--- src/rtl/aes_keysched_pkg.sv ---
// Shared types, sizing helpers and GF(2^8) primitives for the AES key scheduler.
// Optional feature macro: AES_KEYSCHED_EARLY_READ_EN (see aes_keysched_store).
package aes_keysched_pkg;

  typedef enum logic [1:0] {
    IDLE   = 2'd0,
    EXPAND = 2'd1,
    DONE   = 2'd2
  } kstate_t;

  localparam logic [7:0] RCON_INIT = 8'h01;

  function automatic int nk_of(input int k);
    return k / 32;
  endfunction

  function automatic int nr_of(input int k);
    return k / 32 + 6;
  endfunction

  function automatic int nwords_of(input int k);
    return 4 * (nr_of(k) + 1);
  endfunction

  // Multiply by x in GF(2^8), reduction polynomial 0x11b.
  function automatic logic [7:0] xtime(input logic [7:0] b);
    return {b[6:0], 1'b0} ^ (b[7] ? 8'h1b : 8'h00);
  endfunction

  // General GF(2^8) multiply built from repeated xtime.
  function automatic logic [7:0] gmul(input logic [7:0] a, input logic [7:0] b);
    logic [7:0] p;
    logic [7:0] aa;
    p  = 8'h00;
    aa = a;
    for (int n = 0; n < 8; n++) begin
      if (b[n]) p = p ^ aa;
      aa = xtime(aa);
    end
    return p;
  endfunction

  // S-box: multiplicative inverse as b^254 (0 maps to 0), then the affine map.
  function automatic logic [7:0] sbox(input logic [7:0] b);
    logic [7:0] p;
    logic [7:0] inv;
    p   = b;
    inv = 8'h01;
    for (int n = 0; n < 7; n++) begin
      p   = gmul(p, p);
      inv = gmul(inv, p);
    end
    return inv ^ {inv[6:0], inv[7]} ^ {inv[5:0], inv[7:6]} ^
           {inv[4:0], inv[7:5]} ^ {inv[3:0], inv[7:4]} ^ 8'h63;
  endfunction

  function automatic logic [31:0] subword(input logic [31:0] w);
    return {sbox(w[31:24]), sbox(w[23:16]), sbox(w[15:8]), sbox(w[7:0])};
  endfunction

  function automatic logic [31:0] rotword(input logic [31:0] w);
    return {w[23:0], w[31:24]};
  endfunction

endpackage

--- src/rtl/aes_keysched_wordgen.sv ---
// Combinational next-word generator: w[i] from w[i-Nk], w[i-1], i mod Nk and rcon.
// A single shared SubWord keeps the path to one S-box layer plus two XORs.
module aes_keysched_wordgen
  import aes_keysched_pkg::*;
#(
  parameter int K = 128
) (
  input  logic [31:0] w_old_i,
  input  logic [31:0] w_prev_i,
  input  logic [2:0]  imod_i,
  input  logic [7:0]  rcon_i,
  output logic [31:0] w_new_o
);

  localparam int NK = nk_of(K);

  logic [31:0] sub_in;
  logic [31:0] sub_out;
  logic [31:0] t;

  // Select the transform for this word position and fold it into w[i-Nk].
  always_comb begin
    sub_in  = (imod_i == 3'd0) ? rotword(w_prev_i) : w_prev_i;
    sub_out = subword(sub_in);
    t       = w_prev_i;
    if (imod_i == 3'd0)
      t = sub_out ^ {rcon_i, 24'h000000};
    else if ((NK == 8) && (imod_i == 3'd4))
      t = sub_out;
    w_new_o = w_old_i ^ t;
  end

endmodule

--- src/rtl/aes_keysched_store.sv ---
// AES key scheduler with round-key storage and a registered read port.
// Expands one 32-bit word per cycle into an internal array of Nr+1 round keys.
// Define AES_KEYSCHED_EARLY_READ_EN to let rounds be read during expansion
// as soon as their last word has been written.
module aes_keysched_store
  import aes_keysched_pkg::*;
#(
  parameter int K = 128
) (
  input  logic           clk,
  input  logic           reset,
  input  logic           load,
  input  logic [K-1:0]   key,
  output logic           busy,
  output logic           ready,
  input  logic           rk_req,
  input  logic [3:0]     rk_idx,
  output logic           rk_valid,
  output logic [127:0]   rk,
  output logic           rk_err
);

  localparam int         NK       = nk_of(K);
  localparam int         NW       = nwords_of(K);
  localparam logic [5:0] NK_W     = 6'(NK);
  localparam logic [5:0] LAST_W   = 6'(NW - 1);
  localparam logic [3:0] NR_IDX   = 4'(nr_of(K));
  localparam logic [2:0] IMOD_MAX = 3'(NK - 1);

  if (K != 128 && K != 192 && K != 256) begin : g_bad_k
    $error("aes_keysched_store: K must be 128, 192 or 256");
  end

  kstate_t              state_q, state_d;
  logic [5:0]           i_q, i_d;
  logic [2:0]           imod_q, imod_d;
  logic [7:0]           rcon_q, rcon_d;
  logic [NK-1:0][31:0]  win_q, win_d;     // [0] = w[i-Nk], [NK-1] = w[i-1]
  logic [NK-1:0][31:0]  key_w;
  logic [31:0]          mem_q [NW];
  logic                 wr_load, wr_exp;
  logic [31:0]          w_new;

  logic                 rk_valid_q;
  logic [127:0]         rk_q, rk_d;
  logic                 rk_err_q, rk_err_d;
  logic                 idx_ok, rd_vis;
  logic [5:0]           rd_base;

  aes_keysched_wordgen #(.K(K)) u_wordgen (
    .w_old_i  (win_q[0]),
    .w_prev_i (win_q[NK-1]),
    .imod_i   (imod_q),
    .rcon_i   (rcon_q),
    .w_new_o  (w_new)
  );

  // Split the key into FIPS-197 words, w[0] taken from the top bits.
  always_comb begin
    key_w = '0;
    for (int j = 0; j < NK; j++)
      key_w[j] = key[K-1-32*j -: 32];
  end

  // FSM next state, counters and sliding window; load restarts from any state.
  always_comb begin
    state_d = state_q;
    i_d     = i_q;
    imod_d  = imod_q;
    rcon_d  = rcon_q;
    win_d   = win_q;
    wr_load = 1'b0;
    wr_exp  = 1'b0;
    if (load) begin
      state_d = EXPAND;
      i_d     = NK_W;
      imod_d  = 3'd0;
      rcon_d  = RCON_INIT;
      win_d   = key_w;
      wr_load = 1'b1;
    end else begin
      case (state_q)
        EXPAND: begin
          wr_exp = 1'b1;
          i_d    = i_q + 6'd1;
          imod_d = (imod_q == IMOD_MAX) ? 3'd0 : imod_q + 3'd1;
          if (imod_q == 3'd0) rcon_d = xtime(rcon_q);
          for (int j = 0; j < NK - 1; j++)
            win_d[j] = win_q[j+1];
          win_d[NK-1] = w_new;
          if (i_q == LAST_W) state_d = DONE;
        end
        default: ;
      endcase
    end
  end

  // State, counter and window registers.
  always_ff @(posedge clk or posedge reset) begin
    if (reset) begin
      state_q <= IDLE;
      i_q     <= 6'd0;
      imod_q  <= 3'd0;
      rcon_q  <= RCON_INIT;
      win_q   <= '0;
    end else begin
      state_q <= state_d;
      i_q     <= i_d;
      imod_q  <= imod_d;
      rcon_q  <= rcon_d;
      win_q   <= win_d;
    end
  end

  // Round-key storage; contents are only exposed through the gated read port.
  always_ff @(posedge clk) begin
    if (wr_load) begin
      for (int j = 0; j < NK; j++)
        mem_q[j] <= key_w[j];
    end else if (wr_exp) begin
      mem_q[i_q] <= w_new;
    end
  end

  assign busy  = (state_q == EXPAND);
  assign ready = (state_q == DONE);

  // Read response: visibility uses pre-edge state, so a load in the same
  // cycle still returns the previous key.
  always_comb begin
    rd_base = {rk_idx, 2'b00};
    idx_ok  = (rk_idx <= NR_IDX);
`ifdef AES_KEYSCHED_EARLY_READ_EN
    rd_vis  = idx_ok && ((state_q == DONE) ||
              ((state_q == EXPAND) && (i_q > {rk_idx, 2'b11})));
`else
    rd_vis  = idx_ok && (state_q == DONE);
`endif
    rk_d     = rk_q;
    rk_err_d = rk_err_q;
    if (rk_req) begin
      if (rd_vis) begin
        rk_d     = {mem_q[rd_base], mem_q[rd_base + 6'd1],
                    mem_q[rd_base + 6'd2], mem_q[rd_base + 6'd3]};
        rk_err_d = 1'b0;
      end else begin
        rk_d     = '0;
        rk_err_d = 1'b1;
      end
    end
  end

  // Registered read port; rk holds between requests.
  always_ff @(posedge clk or posedge reset) begin
    if (reset) begin
      rk_valid_q <= 1'b0;
      rk_q       <= '0;
      rk_err_q   <= 1'b0;
    end else begin
      rk_valid_q <= rk_req;
      rk_q       <= rk_d;
      rk_err_q   <= rk_err_d;
    end
  end

  assign rk_valid = rk_valid_q;
  assign rk       = rk_q;
  assign rk_err   = rk_err_q;

endmodule
--- config.mk ---
export PLATFORM = sky130hd
export DESIGN_NAME = aes_keysched_store
export DESIGN_NICKNAME = d
export VERILOG_FILES = /design/src/rtl/aes_keysched_pkg.sv /design/src/rtl/aes_keysched_wordgen.sv /design/src/rtl/aes_keysched_store.sv
export SDC_FILE = /design/constraint.sdc
export NUM_CORES = 2
export LEC_CHECK = 0
export CORE_ASPECT_RATIO = 2
export CORE_MARGIN = 4
export CORE_UTILIZATION = 25
export CTS_CLUSTER_SIZE = 10
export DETAILED_ROUTE_END_ITERATION = 10
export DONT_BUFFER_PORTS = 1
export GPL_TIMING_DRIVEN = 0
export PLACE_DENSITY = 0.4
export SETUP_SLACK_MARGIN = 0.1
export SYNTH_ARGS = -nofsm -noshare
export SYNTH_HDL_FRONTEND = slang
export SYNTH_HIERARCHICAL = 1
export SYNTH_SLANG_ARGS = --single-unit
--- constraint.sdc ---
create_clock -name clk -period 53.7 [get_ports clk]
set_clock_uncertainty 0.2 [all_clocks]
set_input_delay 10.74 -clock clk [delete_from_list [all_inputs] [get_ports clk]]
set_output_delay 10.74 -clock clk [all_outputs]
set_load 0.02 [all_outputs]
# After elaboration in Yosys (flattened, before gate mapping)
# Memories as Yosys holds them, arrays and structs flattened.
# Index checks and enable logic that the tools add are counted.
# W data, S select, Z words.
# totals
register_bits,277
latch_bits,0
mem_bits_rw,1408
rom_bits,0
out_inout_bits,132
word_cells,1650
mem_count,1
# mem_list
memory,words,word_bits,read_ports,rd_clocked_by_memory_dff,wr,line,text
mem_q,44,32,4,0,4,aes_keysched_store.sv:40,logic [31:0] mem_q [NW];
# classes
addsub,5
multipliers,0
n_div,0
magnitude_cmp,1
n_eq_ne,4
shifts,0
muxes,841
bitwise,779
n_reduce_logical,8
# ops
operator,count
$xor A8 B8 Y8,744
$mux W8,423
$mux W5,369
$mux W128,3
$mux W32,3
$xor A32 B32 Y32,2
$mux W6,7
$reduce_or A32 Y1,1
$mux W7,4
$not A1 Y1 const A,28
$mux W3,7
$mux W4,4
$not A4 Y4,4
$mux W1,14
$mux W2,7
$add A6 B1 Y6 const B,2
$add A6 B2 Y6 const B,2
$xor A8 B5 Y8,1
$eq A6 B6 Y1 const B,1
$reduce_bool A2 Y1,3
$le A4 B4 Y1 const B,1
$reduce_and A2 Y1,2
$add A3 B1 Y3 const B,1
$eq A3 B2 Y1 const B,1
other kinds (4),4

# Logic depth before layout (Yosys ltp)
# depth
depth_word,139
depth_mapped,78

# Hierarchy
# Netlist, hierarchy kept.
# modules_own_cells
module,n_inst,cells_each,area_each_um2,seq_area_each_um2
aes_keysched_store,1,4129,67756.2,49213.4
aes_keysched_wordgen,1,7848,57646.5,0.0

# Worst setup path before layout
# No wires, ideal clock.
# synth_timing
path_kind,flip-flop to flip-flop
start,register imod_q[2]
end,"memory mem_q[3][24], data pin"
arrival_ns,18.149
required_ns,53.358
path_slack_ns,35.209
path_stages_with_launch,74
n_path_buf,19
synth_period_minus_slack_ns,18.491
cell_sequence,dfrtp_1 buf_4 nor3_2 buf_4 buf_6 buf_6 clkbuf_1 a21o_1 ha_1 clkbuf_1 clkbuf_1 xnor2_1 and4b_1 nor3_1 nand2b_2 inv_2 buf_6 ha_1 [... 38 more ...] mux2i_1 a211oi_1 or3_1 buf_2 a21oi_1 xnor3_1 xor2_1 clkbuf_1 nor2_1 mux2i_1 xor2_1 xnor3_1 xor3_1 xnor3_2 xnor3_1 a21oi_2 xnor2_1 mux2_2
# synth_lines
element,line,text
from (decl),aes_keysched_store.sv:36,"logic [2:0] imod_q, imod_d;"
from (signal assigned),aes_keysched_store.sv:109,imod_q <= imod_d;
to (decl),aes_keysched_store.sv:40,

==> run_results.csv <==
group,metric,value,unit
global_routing,top_usage_layer,"met2",
critical_path,crit_start,"imod_q[2]",
yosys,avgSynthCellArea,10.5,µm²
floorplan,dieArea,514000,µm²
layout,drive_above_1_share,0.109,
global_routing,use_met2,0.419,
critical_path,critPathMaxFanout,22,
clock_network,holdBufCountCts,0,
routing,viasPerCell,4.96,
clock_network,max-clock-path-buffers,4,
clock_network,clock_latency,0.88,ns
routing,ant_nets,0,
critical_path,startpoint_type,"flop",
hold_path,min_from,"rcon_q[0]",
clock_network,root_buffer,"clkbuf_16",
yosys,ys.warnings.count,6,
critical_path,max_stage_delay,0.81,ns
global_routing,grt_util_met3,0.0277,
layout,layout_commonest_cell,"xnor2_1",
yosys,synth_top_family_by_area,"XOR/XNOR gates",
critical_path,crit_end,"mem_q[0][28]",
yosys,synth_area,125000,µm²
clock_network,cts_tree,"built",
global_routing,use_met1,0.173,
layout,layout_common_cells,"xnor2_1, edfxtp_1, nor2_1, mux2i_1, nand2_1",
run,maxCapViolations,2,
clock_network,cts_resized,0,
critical_path,reg2reg_depth,69,
yosys,syn-num-nets,12100,
global_routing,antenna_found_initial,43,
sta,rsz0062_at_grt,"no",
yosys,ys_ff_latch,1685,
global_routing,grt_first_pass_wirelength,754000,µm
clock_network,cts_max_level,4,
yosys,yosys.area_share.simple,0.111,
global_routing,grt_pass1_vias,99000,
yosys,synthAdderAreaFrac,0.00275,
yosys,synth_compound_area_frac,0.120,
place,place.gp.congestion,0.915,
yosys,muxShareOfSynthArea,0.107,
sta,max_slew_margin,-0.000737,
yosys,synth_seq_area_share,0.392,
routing,vias,95100,
floorplan,pin_count,268,
critical_path,reg2reg_to,"mem_q[0][28]",
layout,register_area,49200,µm²
global_routing,grtUsageTotal,0.202,
place,portBuffers,0,
hold_path,hp-class,"reg2reg",
sta,hold_viol,0,
global_routing,overflow,0,
sta,fmax,0.0393,GHz
sta,post-route-min-period,25.45,ns
floorplan,num_rows,367,
yosys,synth_cell_types,134,
critical_path,critical_path_required,54.21,ns
floorplan,die_h,1010,µm
clock_network,cts.sinks,1685,
layout,area_growth_syn_to_layout,14.2,%
sta,fin_crit_sh,0.474,
critical_path,r2r_slack,28.25,ns
critical_path,timing.rr.start,"imod_q[2]",
floorplan,initial_core_util,0.251,
sta,setup_viol,0,
routing,wl_per_cell,28.3,µm
layout,multi_input_area,72300,µm²
routing,routed_wl,542000,µm
clock_network,clkTransAtPathRegs,0.09,ns
floorplan,fp.dieW,509,µm
run_status,outcome,"finished, violations left",
routing,drtIter0Drc,5667,
clock_network,cts_setup_buffers,0,
global_routing,grt_max_degree,112,
yosys,synth_edf_count,1408,
layout,finalNetCount,12500,
clock_network,cts_buffers,190,
sta,fin_tns_setup,0,ns
yosys,synthArstFlopShare,0.164,
yosys,synth_xor_area_frac,0.230,
critical_path,crit_arrival,25.96,ns
critical_path,worstSetupPathType,"reg2reg",
critical_path,crit_path_end_kind,"flop",
routing,post-route-drc-count,0,
place,dp_hpwl,434000,µm
run_status,violations,"capacitance limit, slew limit",
sta,hold_slack,0.317,ns
routing,firstDrtPassIters,6,
yosys,synth_ff_type,"edfxtp_1",
sta,worst_pin_slew,1.49,ns
layout,final.fill_count,52500,
hold_path,hold_depth,2,
yosys,synthCells,12000,
sta,slew_viol_final,1,
critical_path,crit_slowest_cell,"xnor2_1",
floorplan,core-area,500000,µm²
==> state kept, by name (all words and copies together) (netlist names) <==
name      flops
rk          128
win_q       128
mem_q      1408
rk_valid      1
rk_err        1
state_q       2
i_q           6
imod_q        3
rcon_q        8
==> synth_stat cells, types with 28 or more instances <==
cell type / instances / area (µm²)
xnor2_1: 1630 / 14300
edfxtp_1: 1408 / 42300
nor2_1: 1132 / 4250
mux2i_1: 965 / 9660
nand2_1: 953 / 3580
o22ai_1: 501 / 3130
o21ai_0: 459 / 2300
clkbuf_1: 458 / 1720
a21oi_1: 413 / 2070
xor2_1: 407 / 3560
nor3_1: 322 / 1610
xnor3_1: 298 / 6710
dfrtp_1: 276 / 6910
buf_2: 212 / 1060
mux2_2: 206 / 2320
inv_1: 202 / 758
nand3_1: 199 / 996
a21o_1: 165 / 1240
xnor2_2: 95 / 1550
mux2_4: 87 / 1310
o211ai_1: 87 / 653
a211oi_1: 75 / 563
nand2b_1: 68 / 425
and2_1: 66 / 413
a22oi_1: 64 / 480
a31oi_1: 62 / 388
buf_1: 60 / 225
nor2b_1: 54 / 338
o21ai_1: 50 / 250
o31ai_1: 47 / 353
and3_1: 45 / 282
or3_1: 45 / 282
xor3_1: 41 / 975
buf_4: 40 / 300
o221ai_1: 35 / 307
a221oi_1: 29 / 254
nand4_1: 28 / 175
xor2_2: 28 / 455
==> logic make-up after synthesis <==
logic type               count (synthesis)
AND/OR/NAND/NOR                       3096
XOR/XNOR                              2549
AO/OA/AOI/OAI                         2319
flip-flops                            1685
multiplexers                          1268
buffers and inverters                 1031
adder cells (fa/ha/maj)                 29
==> area by class of cell <==
cell class / instances / share of cell area
antenna: 50 / 0.000874
clock buffer: 329 / 0.0375
clock inverter: 8 / 0.000926
multi-input combinational: 9261 / 0.505
sequential: 1685 / 0.344
inverter: 227 / 0.00602
tap: 6642 / 0.0581
buffer: 804 / 0.0265
timing repair buffer: 161 / 0.0214
==> metrics by stage <==
stage	setup slack (ns)	utilization	instance area, µm²	cells
2_1_floorplan	35.12	-	125000	12000
3_3_place_gp	23.88	0.268	134000	18600
3_5_place_dp	28.45	0.275	138000	18800
4_1_cts	28.30	0.286	143000	19100
5_1_grt	27.06	0.286	143000	19100
6_report	28.25	0.287	143000	19200
==> worst max-delay path: cells and delay by family, from the launching register on <==
family,cells,cell delay (ns)
XOR/XNOR,21,9.23
AND/OR/NAND/NOR,13,4.23
flip-flops,1,0.41
multiplexers,4,0.95
AO/OA/AOI/OAI,7,2.01
adder cells (fa/ha/maj),4,1.21
buffers and inverters,20,6.94
==> worst min-delay path by stage <==
stage,end,slack [ns]
6_report,rcon_q[0],0.32
5_1_grt,rcon_q[0],0.34
4_1_cts,rcon_q[0],0.33
3_5_place_dp,rcon_q[0],0.31
3_3_place_gp,rcon_q[0],0.30
2_1_floorplan,rcon_q[0],0.27
==> routing by layer <==
layer,vias up,routed length [µm],share of wire
met4,16,42000,0.078
met2,2655,313000,0.58
met1,47400,165000,0.31
li1,43800,-,-
met3,1181,21600,0.040
met5,-,127,0.00023
Power is not shown: default switching activity piles up to over one toggle a cycle in this logic, so the estimate is an artifact.
